File: config.mk
export PLATFORM = sky130hd
export DESIGN_NAME = hazard_ctrl
export DESIGN_NICKNAME = d
export VERILOG_FILES = /design/src/rtl/hazard_ctrl_pkg.sv /design/src/rtl/sat_counter.sv /design/src/rtl/hazard_ctrl.sv
export SDC_FILE = /design/constraint.sdc
export NUM_CORES = 1
export LEC_CHECK = 0
export CORE_ASPECT_RATIO = 1.5
export CORE_MARGIN = 3
export CORE_UTILIZATION = 46
export CTS_CLUSTER_DIAMETER = 30
export DETAILED_ROUTE_END_ITERATION = 10
export GPL_ROUTABILITY_DRIVEN = 0
export GPL_TIMING_DRIVEN = 1
export HOLD_SLACK_MARGIN = 0.12
export PLACE_DENSITY = 0.74
export SYNTH_ARGS = -nofsm -noshare
export SYNTH_HDL_FRONTEND = slang
export SYNTH_SLANG_ARGS = --single-unit
File: constraint.sdc
create_clock -name clk -period 2.2 [get_ports clk]
set_clock_uncertainty 0.05 [all_clocks]
set_input_delay 0.33 -clock clk [delete_from_list [all_inputs] [get_ports clk]]
set_output_delay 0.33 -clock clk [all_outputs]
set_load 0.03 [all_outputs]
File: src/rtl/hazard_ctrl_pkg.sv
// Shared pipeline definitions for the hazard/stall controller.
// Register-index width, x0 index, flush counter width and hazard FSM states.
package hazard_ctrl_pkg;
  localparam int REG_W  = 5;
  localparam int X0     = 0;
  localparam int FCNT_W = 4;

  typedef enum logic {
    RUN   = 1'b0,
    FLUSH = 1'b1
  } hz_state_e;
endpackage

File: src/rtl/sat_counter.sv
// Saturating up-counter with synchronous clear; holds at all-ones instead of wrapping.
module sat_counter #(
  parameter int CNT_W = 32
) (
  input  logic             clk,
  input  logic             clear_i,
  input  logic             inc_i,
  output logic [CNT_W-1:0] cnt_o
);
  logic [CNT_W-1:0] cnt_q, cnt_d;

  always_comb begin
    cnt_d = cnt_q;
    if (clear_i)
      cnt_d = '0;
    else if (inc_i && (cnt_q != '1))
      cnt_d = cnt_q + CNT_W'(1);
  end

  always_ff @(posedge clk) begin
    cnt_q <= cnt_d;
  end

  assign cnt_o = cnt_q;
endmodule

File: src/rtl/hazard_ctrl.sv
// Stall/flush control for the 5-stage pipeline: load-use bubbles, taken-branch
// squashes with extra fetch-flush cycles, data-memory freezes and perf counters.
module hazard_ctrl #(
  parameter int REG_W       = hazard_ctrl_pkg::REG_W,
  parameter int FLUSH_EXTRA = 1,
  parameter int MEM_TIMEOUT = 255,
  parameter int CNT_W       = 32
) (
  input  logic             clk,
  input  logic             rst,
  input  logic [REG_W-1:0] id_rs1,
  input  logic [REG_W-1:0] id_rs2,
  input  logic             id_use_rs1,
  input  logic             id_use_rs2,
  input  logic [REG_W-1:0] ex_rd,
  input  logic             ex_memRead,
  input  logic             ex_regWrite,
  input  logic             ex_branch_taken,
  input  logic             dmem_req,
  input  logic             dmem_ready,
  output logic             pc_write,
  output logic             ifid_write,
  output logic             ifid_flush,
  output logic             idex_write,
  output logic             idex_flush,
  output logic             exmem_write,
  output logic             memwb_flush,
  output logic [CNT_W-1:0] stall_cnt,
  output logic [CNT_W-1:0] flush_cnt,
  output logic             mem_timeout
);
  import hazard_ctrl_pkg::*;

  localparam int                WAIT_W    = $clog2(MEM_TIMEOUT + 1);
  localparam logic [WAIT_W-1:0] WAIT_LAST = WAIT_W'(MEM_TIMEOUT - 1);

  hz_state_e          state_q, state_d;
  logic [FCNT_W-1:0]  fcnt_q, fcnt_d;
  logic [WAIT_W-1:0]  wait_q, wait_d;
  logic               timeout_q, timeout_d;
  logic               load_use, mem_busy, flush_inc, stall_inc;

  assign load_use = ex_memRead && ex_regWrite && (ex_rd != REG_W'(X0)) &&
                    ((id_use_rs1 && (id_rs1 == ex_rd)) ||
                     (id_use_rs2 && (id_rs2 == ex_rd)));
  assign mem_busy = dmem_req && !dmem_ready;

  always_comb begin
    pc_write    = 1'b1;
    ifid_write  = 1'b1;
    idex_write  = 1'b1;
    exmem_write = 1'b1;
    ifid_flush  = 1'b0;
    idex_flush  = 1'b0;
    memwb_flush = 1'b0;
    flush_inc   = 1'b0;
    state_d     = state_q;
    fcnt_d      = fcnt_q;

    if (rst) begin
      pc_write    = 1'b0;
      ifid_write  = 1'b0;
      idex_write  = 1'b0;
      exmem_write = 1'b0;
      ifid_flush  = 1'b1;
      idex_flush  = 1'b1;
      memwb_flush = 1'b1;
      state_d     = RUN;
      fcnt_d      = '0;
    end else begin
      unique case (state_q)
        RUN: begin
          // A frozen cycle defers branch/load-use: EX is held and re-evaluated later.
          if (!mem_busy) begin
            if (ex_branch_taken) begin
              ifid_flush = 1'b1;
              idex_flush = 1'b1;
              flush_inc  = 1'b1;
              if (FLUSH_EXTRA > 0) begin
                state_d = FLUSH;
                fcnt_d  = FCNT_W'(FLUSH_EXTRA);
              end
            end else if (load_use) begin
              pc_write   = 1'b0;
              ifid_write = 1'b0;
              idex_flush = 1'b1;
            end
          end
        end
        FLUSH: begin
          ifid_flush = 1'b1;
          idex_flush = 1'b1;
          if (!mem_busy) begin
            fcnt_d = fcnt_q - FCNT_W'(1);
            if (fcnt_q <= FCNT_W'(1)) begin
              state_d = RUN;
              fcnt_d  = '0;
            end
          end
        end
        default: begin
          state_d = RUN;
          fcnt_d  = '0;
        end
      endcase

      if (mem_busy) begin
        pc_write    = 1'b0;
        ifid_write  = 1'b0;
        idex_write  = 1'b0;
        exmem_write = 1'b0;
        memwb_flush = 1'b1;
      end
    end
  end

  always_comb begin
    wait_d    = '0;
    timeout_d = timeout_q;
    if (rst) begin
      timeout_d = 1'b0;
    end else if (mem_busy) begin
      wait_d = (wait_q == WAIT_LAST) ? wait_q : wait_q + WAIT_W'(1);
      if (wait_q == WAIT_LAST)
        timeout_d = 1'b1;
    end
  end

  always_ff @(posedge clk) begin
    if (rst) begin
      state_q   <= RUN;
      fcnt_q    <= '0;
      wait_q    <= '0;
      timeout_q <= 1'b0;
    end else begin
      state_q   <= state_d;
      fcnt_q    <= fcnt_d;
      wait_q    <= wait_d;
      timeout_q <= timeout_d;
    end
  end

  assign stall_inc   = !rst && !pc_write;
  assign mem_timeout = timeout_q;

  sat_counter #(.CNT_W(CNT_W)) u_stall_cnt (
    .clk     (clk),
    .clear_i (rst),
    .inc_i   (stall_inc),
    .cnt_o   (stall_cnt)
  );

  sat_counter #(.CNT_W(CNT_W)) u_flush_cnt (
    .clk     (clk),
    .clear_i (rst),
    .inc_i   (flush_inc),
    .cnt_o   (flush_cnt)
  );
endmodule

Yosys cells after proc, flatten, opt, wreduce, memory -nomap -nowiden

Cells that the tools add are included.

$lt $le $gt $ge: 1
Equality and inequality tests: 8
Bitwise operators: 2
Reductions and logical operators: 17
Multiplexer cells: 28
Add/subtract/negate cells: 4

Operator list:

| operator              | count |
|---|---|
| $add 32x1->32 const B | 2 |
| $ne 32x32->1 const B  | 2 |
| $mux 1                | 20 |
| $mux 4                | 4 |
| $eq 5x5->1            | 2 |
| $logic_and 1x1->1     | 9 |
| $add 8x1->8 const B   | 1 |
| $eq 8x8->1 const B    | 1 |
| $pmux 4 s2            | 1 |
| $ne 2x2->1 const B    | 3 |
| $pmux 1 s2            | 3 |
| $reduce_bool 5->1     | 1 |
| $le 4x1->1 const B    | 1 |
| $sub 4x1->4 const B   | 1 |
| $logic_not 1->1       | 3 |
| $reduce_and 3->1      | 1 |
| $not 1->1             | 2 |
| $reduce_and 2->1      | 1 |
| $reduce_or 2->1       | 1 |
| $logic_or 1x1->1      | 1 |

Output and inout bits: 72
Logic and storage cells: 66
Bits of input ports: 24
Register bits after elaboration: 78

Logic depth before layout (Yosys ltp)

Depth after elaboration: 12
Depth in mapped cells: 10
Mapped depth without buffers: 7

Modules after synthesis

A second synthesis with hierarchy kept.

Cell total of the unflattened synthesis: 508
Area, all modules: 4254.1 sq um

By module, submodules not included:

| module      | cells each | area an instance (sq um) | sequential area each (sq um) | instances |
|---|---|---|---|---|
| sat_counter | 199        | 1674.1                   | 640.6                        | 2 |
| hazard_ctrl | 110        | 905.9                    | 280.3                        | 1 |

Least setup slack after synthesis

Ideal clock, no wire load.

Path kind: input -> output
Start point: input port ex_rd[1]
End point: output port pc_write
Stages: 7
Buffers on the path: 2
Data arrival time: 2084 ps
Slack: -264 ps
Required time: 1820 ps
Cells stage by stage: or4_1 nor2_1 nor2_1 a31oi_1 clkbuf_1 and2_1 buf_4

Longest elaborated chain between the ends: 9
Elaborated cells on any way between the ends: 13
Those cells by class: eq/ne: 2; mux: 5; reduce/logical: 6

Ends and longest elaborated chain:

| what                                 | RTL line                             | RTL |
|---|---|---|
| start, declared                      | hazard_ctrl.sv:15                    | `input logic [REG_W-1:0] ex_rd,` |
| $eq 5x5->1 (on tied branches)        | hazard_ctrl.sv:44, hazard_ctrl.sv:45 |  |
| $logic_and 1x1->1 (on tied branches) | hazard_ctrl.sv:44, hazard_ctrl.sv:45 |  |
| $logic_or 1x1->1                     | hazard_ctrl.sv:44                    | `((id_use_rs1 && (id_rs1 == ex_rd)) \|\|` |
| $logic_and 1x1->1 (*)                | hazard_ctrl.sv:43                    | `assign load_use = ex_memRead && ex_regWrite && (ex_rd != REG_W'(X0)) &&` |
| $mux 1 (*) (5 in series)             | -                                    |  |
| end, declared                        | hazard_ctrl.sv:21                    | `output logic pc_write,` |

Mark *: on every way between the ends. The rest lies on a longest branch, timed or not.

Worst setup path after layout

Start point: register u_stall_cnt.cnt_q[0], in the netlist u_stall_cnt.cnt_o[0]
End point: register u_stall_cnt.cnt_q[9], in the netlist u_stall_cnt.cnt_o[9]

Longest elaborated chain between the ends: 2
Elaborated cells on any way between the ends: 3
Those cells by class: add/sub: 1; eq/ne: 1; reduce/logical: 1

Ends and longest elaborated chain:

| what                                                                  | RTL line          | RTL |
|---|---|---|
| start, declared                                                       | sat_counter.sv:10 | `logic [CNT_W-1:0] cnt_q, cnt_d;` |
| start signal, assigned                                                | sat_counter.sv:21 | `cnt_q <= cnt_d;` |
| parallel branches: the longest is 2 deep, another holds $add 32x1->32 | -                 |  |

Parallel ways; which one is timed is not known.
A chain may end at the register's enable or synchronous reset.

==> impl_metrics.csv <==
group,metric,value,unit
synthesis,yosysMostFrequentCell,"dfxtp_1",
synthesis,synth_area_leaders,"dfxtp_1 37%, nor2_1 5.5%, xnor2_1 4.8%",
synthesis,ys.flop_type,"dfxtp_1",
cells_and_area,fin_util,0.725,
critical_path,crit_path_max_incr_delay,0.46,ns
detailed_routing,initialDrtViolationCount,198,
floorplan,coreArea,8880,um2
clock_network,cts-htree-levels,3,
pwr,p_per_area,472,nW/um2
floorplan,die_height,123,um
synthesis,async_flop_share,0,
clock_network,cts_tree,"yes",
detailed_routing,via_per_inst,5.89,
cells_and_area,fin_nets,716,
global_route,grt_pass1_wl,20700,um
sta,finalCritPeriodShare,0.990,
synthesis,synth_seq_cells,78,
synthesis,synthTopCellsByCount,"78 x dfxtp_1, 62 x nor2_1, 40 x a21oi_1",
sta,hold_viol,0,
sta,setup_viol,0,
pwr,p_switching,703,uW
critical_path,startpoint,"u_stall_cnt.cnt_o[0]",
clock_network,cts.sinks,78,
synthesis,synth_cell_type_count,58,
detailed_routing,wl_per_cell,16.7,um
synthesis,synthCells,510,
outcome,outcome,"finished, final reports clean",
sta,worst_slew_margin_rel,0.623,
cells_and_area,drive_above_1_share,0.276,
cells_and_area,fin_cells,799,
global_route,gr-total-overflow,0,
worst_hold_path,min_from,"rst",
pwr,finalPower,3040,uW
critical_path,cp_cell_sequence,"ha_2 > nand2_4 > nor4_1 > and3_1 > nand4b_4 > buf_4 > or4_1 > a21oi_1",
pwr,sw_frac_of_total,0.231,
cells_and_area,syn2layout_area_growth,52.4,%
sta,period_needed,2.18,ns
critical_path,arrival,2.39,ns
floorplan,die_x,84.3,um
floorplan,initial_core_util,0.476,
detailed_routing,vias,4704,
pwr,max-vdd-ir-drop,411,uV
synthesis,synth_top_area_frac,0.369,
cells_and_area,fill_cells,676,
synthesis,yosys_warnings,0,
critical_path,r2r_start,"u_stall_cnt.cnt_o[0]",
cells_and_area,fin_area,6440,um2
sta,grt_setup_unrepaired,"true",
cells_and_area,seq_area,1600,um2
pwr,internal_power,2340,uW
synthesis,syn_area,4230,um2
critical_path,cp_max_fo,11,
floorplan,row_count,42,
worst_hold_path,min_path_type,"in -> reg",
clock_network,hold_buffers,0,
critical_path,start_kind,"flip-flop",
synthesis,syn-num-nets,540,
placed_design,portBuffers,95,
placed_design,placed_cells,777,
floorplan,pin_count,96,
critical_path,endpoint_kind,"flip-flop",
critical_path,cp_num_buf_inv,1,
sta,hold_slack,0.405,ns
critical_path,critical_path.top_delay_family,"simple AND/OR/NAND/NOR gates",
clock_network,numCtsBuffers,9,
placed_design,postPlaceCellArea,5880,um2
critical_path,critical_path_required,2.41,ns
cells_and_area,n_antenna_cell,0,
sta,fmax,459,MHz
pwr,power.leakage,0.00247,uW
pwr,comb_power_share,0.097,
pwr,pwr-share-seq,0.469,
global_route,grt_max_degree,54,
critical_path,crit_path_top_delay_cell,"or4_1",
synthesis,synth-seq-area-share,0.369,
sta,tightest_slew,0.565,ns
detailed_routing,drcViolationCount,0,
floorplan,dieArea,10400,um2
sta,slew_viol_final,0,
critical_path,critPathKind,"reg -> reg",
clock_network,path_clk_slew,0.05,ns
detailed_routing,drtPass1Iterations,5,
detailed_routing,routed_wl,13300,um
synthesis,synthDominantAreaCellType,"dfxtp_1",
placed_design,dpl.hpwl,9080,um
global_route,grt_usage,0.246,
pwr,power_frac_clock,0.434,
global_route,antenna_found_initial,0,
cells_and_area,multi_input_area,2720,um2
run,max-cap-violations,0,
clock_network,clockBufferDepth,2,
detailed_routing,ant_nets,0,
clock_network,cts_root_buf,"clkbuf_16",
synthesis,syn_avg_cell_area,8.29,um2
global_route,first_global_vias,4475,
synthesis,synth_edf_count,0,
clock_network,clk_latency,0.34,ns
==> through the flow <==
stage | TNS [ns] | worst slack (ns)
floorplan | -0.0193 | -0.0193
global placement | -15.42 | -0.587
detailed placement | -17.22 | -0.604
CTS | 0 | 0.00123
global route | -0.169 | -0.0426
finish | 0 | 0.0209
==> power by group through the flow <==
stage	combinational (uW)	clock, uW	sequential, uW
final	295	1320	1420
after global routing	318	1400	1420
after CTS	286	1340	1420
after detailed placement	274	0	1450
after global placement	267	0	1450
after floorplan	135	0	1460
==> registers in the layout, indices dropped and copies added (netlist names) <==
signal / count
mem_timeout: 1
u_stall_cnt.cnt_o: 32
wait_q: 8
u_flush_cnt.cnt_o: 32
state_q: 1
fcnt_q: 4
==> worst paths after layout <==
path,depth (start not counted),end,slack [ns]
min,4,u_stall_cnt.cnt_o[8],0.40
max,8,u_stall_cnt.cnt_o[9],0.02
max reg2reg,8,u_stall_cnt.cnt_o[9],0.02
min reg2reg,1,wait_q[7],0.42
==> layer usage <==
| layer | track usage | vias to the layer above | part of all wire |
|---|---|---|---|
| met5 | 0 | - | 0 |
| met4 | 0.126 | 0 | 0.029 |
| met3 | 0.0613 | 32 | 0.064 |
| met2 | 0.460 | 184 | 0.54 |
| met1 | 0.250 | 2265 | 0.37 |
| li1 | - | 2223 | - |
==> placed cells by master, fill, tap and decap left out, drive strengths merged, types with 3 or more instances in the layout <==
cell	count
dlymetal6s2s	8
o31ai	14
o21ai	21
a211oi	3
xnor2	23
nand4	20
or4	18
xor2	12
nor4	12
nand3	33
mux2	11
clkbuf	15
nor2	62
a21oi	41
or3	19
and3	7
nor3b	3
clkdlybuf4s50	73
nand2	34
a31o	3
buf	99
and4	5
and2	3
ha	6
inv	15
dfxtp	78
nor3	10
nor2b	11
or2	5
==> area by class of cell <==
class / instances / share of cell area
clock buffer: 14 / 0.0394
inverter: 15 / 0.00874
sequential: 78 / 0.248
timing repair buffer: 185 / 0.260
multi-input combinational: 397 / 0.422
tap: 110 / 0.0214
==> tightest hold or removal path: cells and delay by family <==
family | cells | cell delay [ns]
buffers and inverters | 3 | 0.32
AO/OA/AOI/OAI | 1 | 0.09
==> logic make-up after synthesis <==
logic type,after synthesis,share of synthesized area
adders and majority gates,6,0.0178
muxes,11,0.0293
xor gates and xnor gates,35,0.0725
and+or+nand+nor,248,0.326
AOI/OAI and AO/OA,96,0.142
DFF,78,0.369
buffers and inverters,36,0.0423
==> repair_timing <==
item | CTS | global route
pin swaps | 5 | 25
endpoints found under the setup margin | 33 | 39
hold endpoints to repair | 0 | 0
cloned | 2 | 1
resized for setup | 32 | 34
setup buffers | 0 | 6
(Power assumes the default switching activity.)
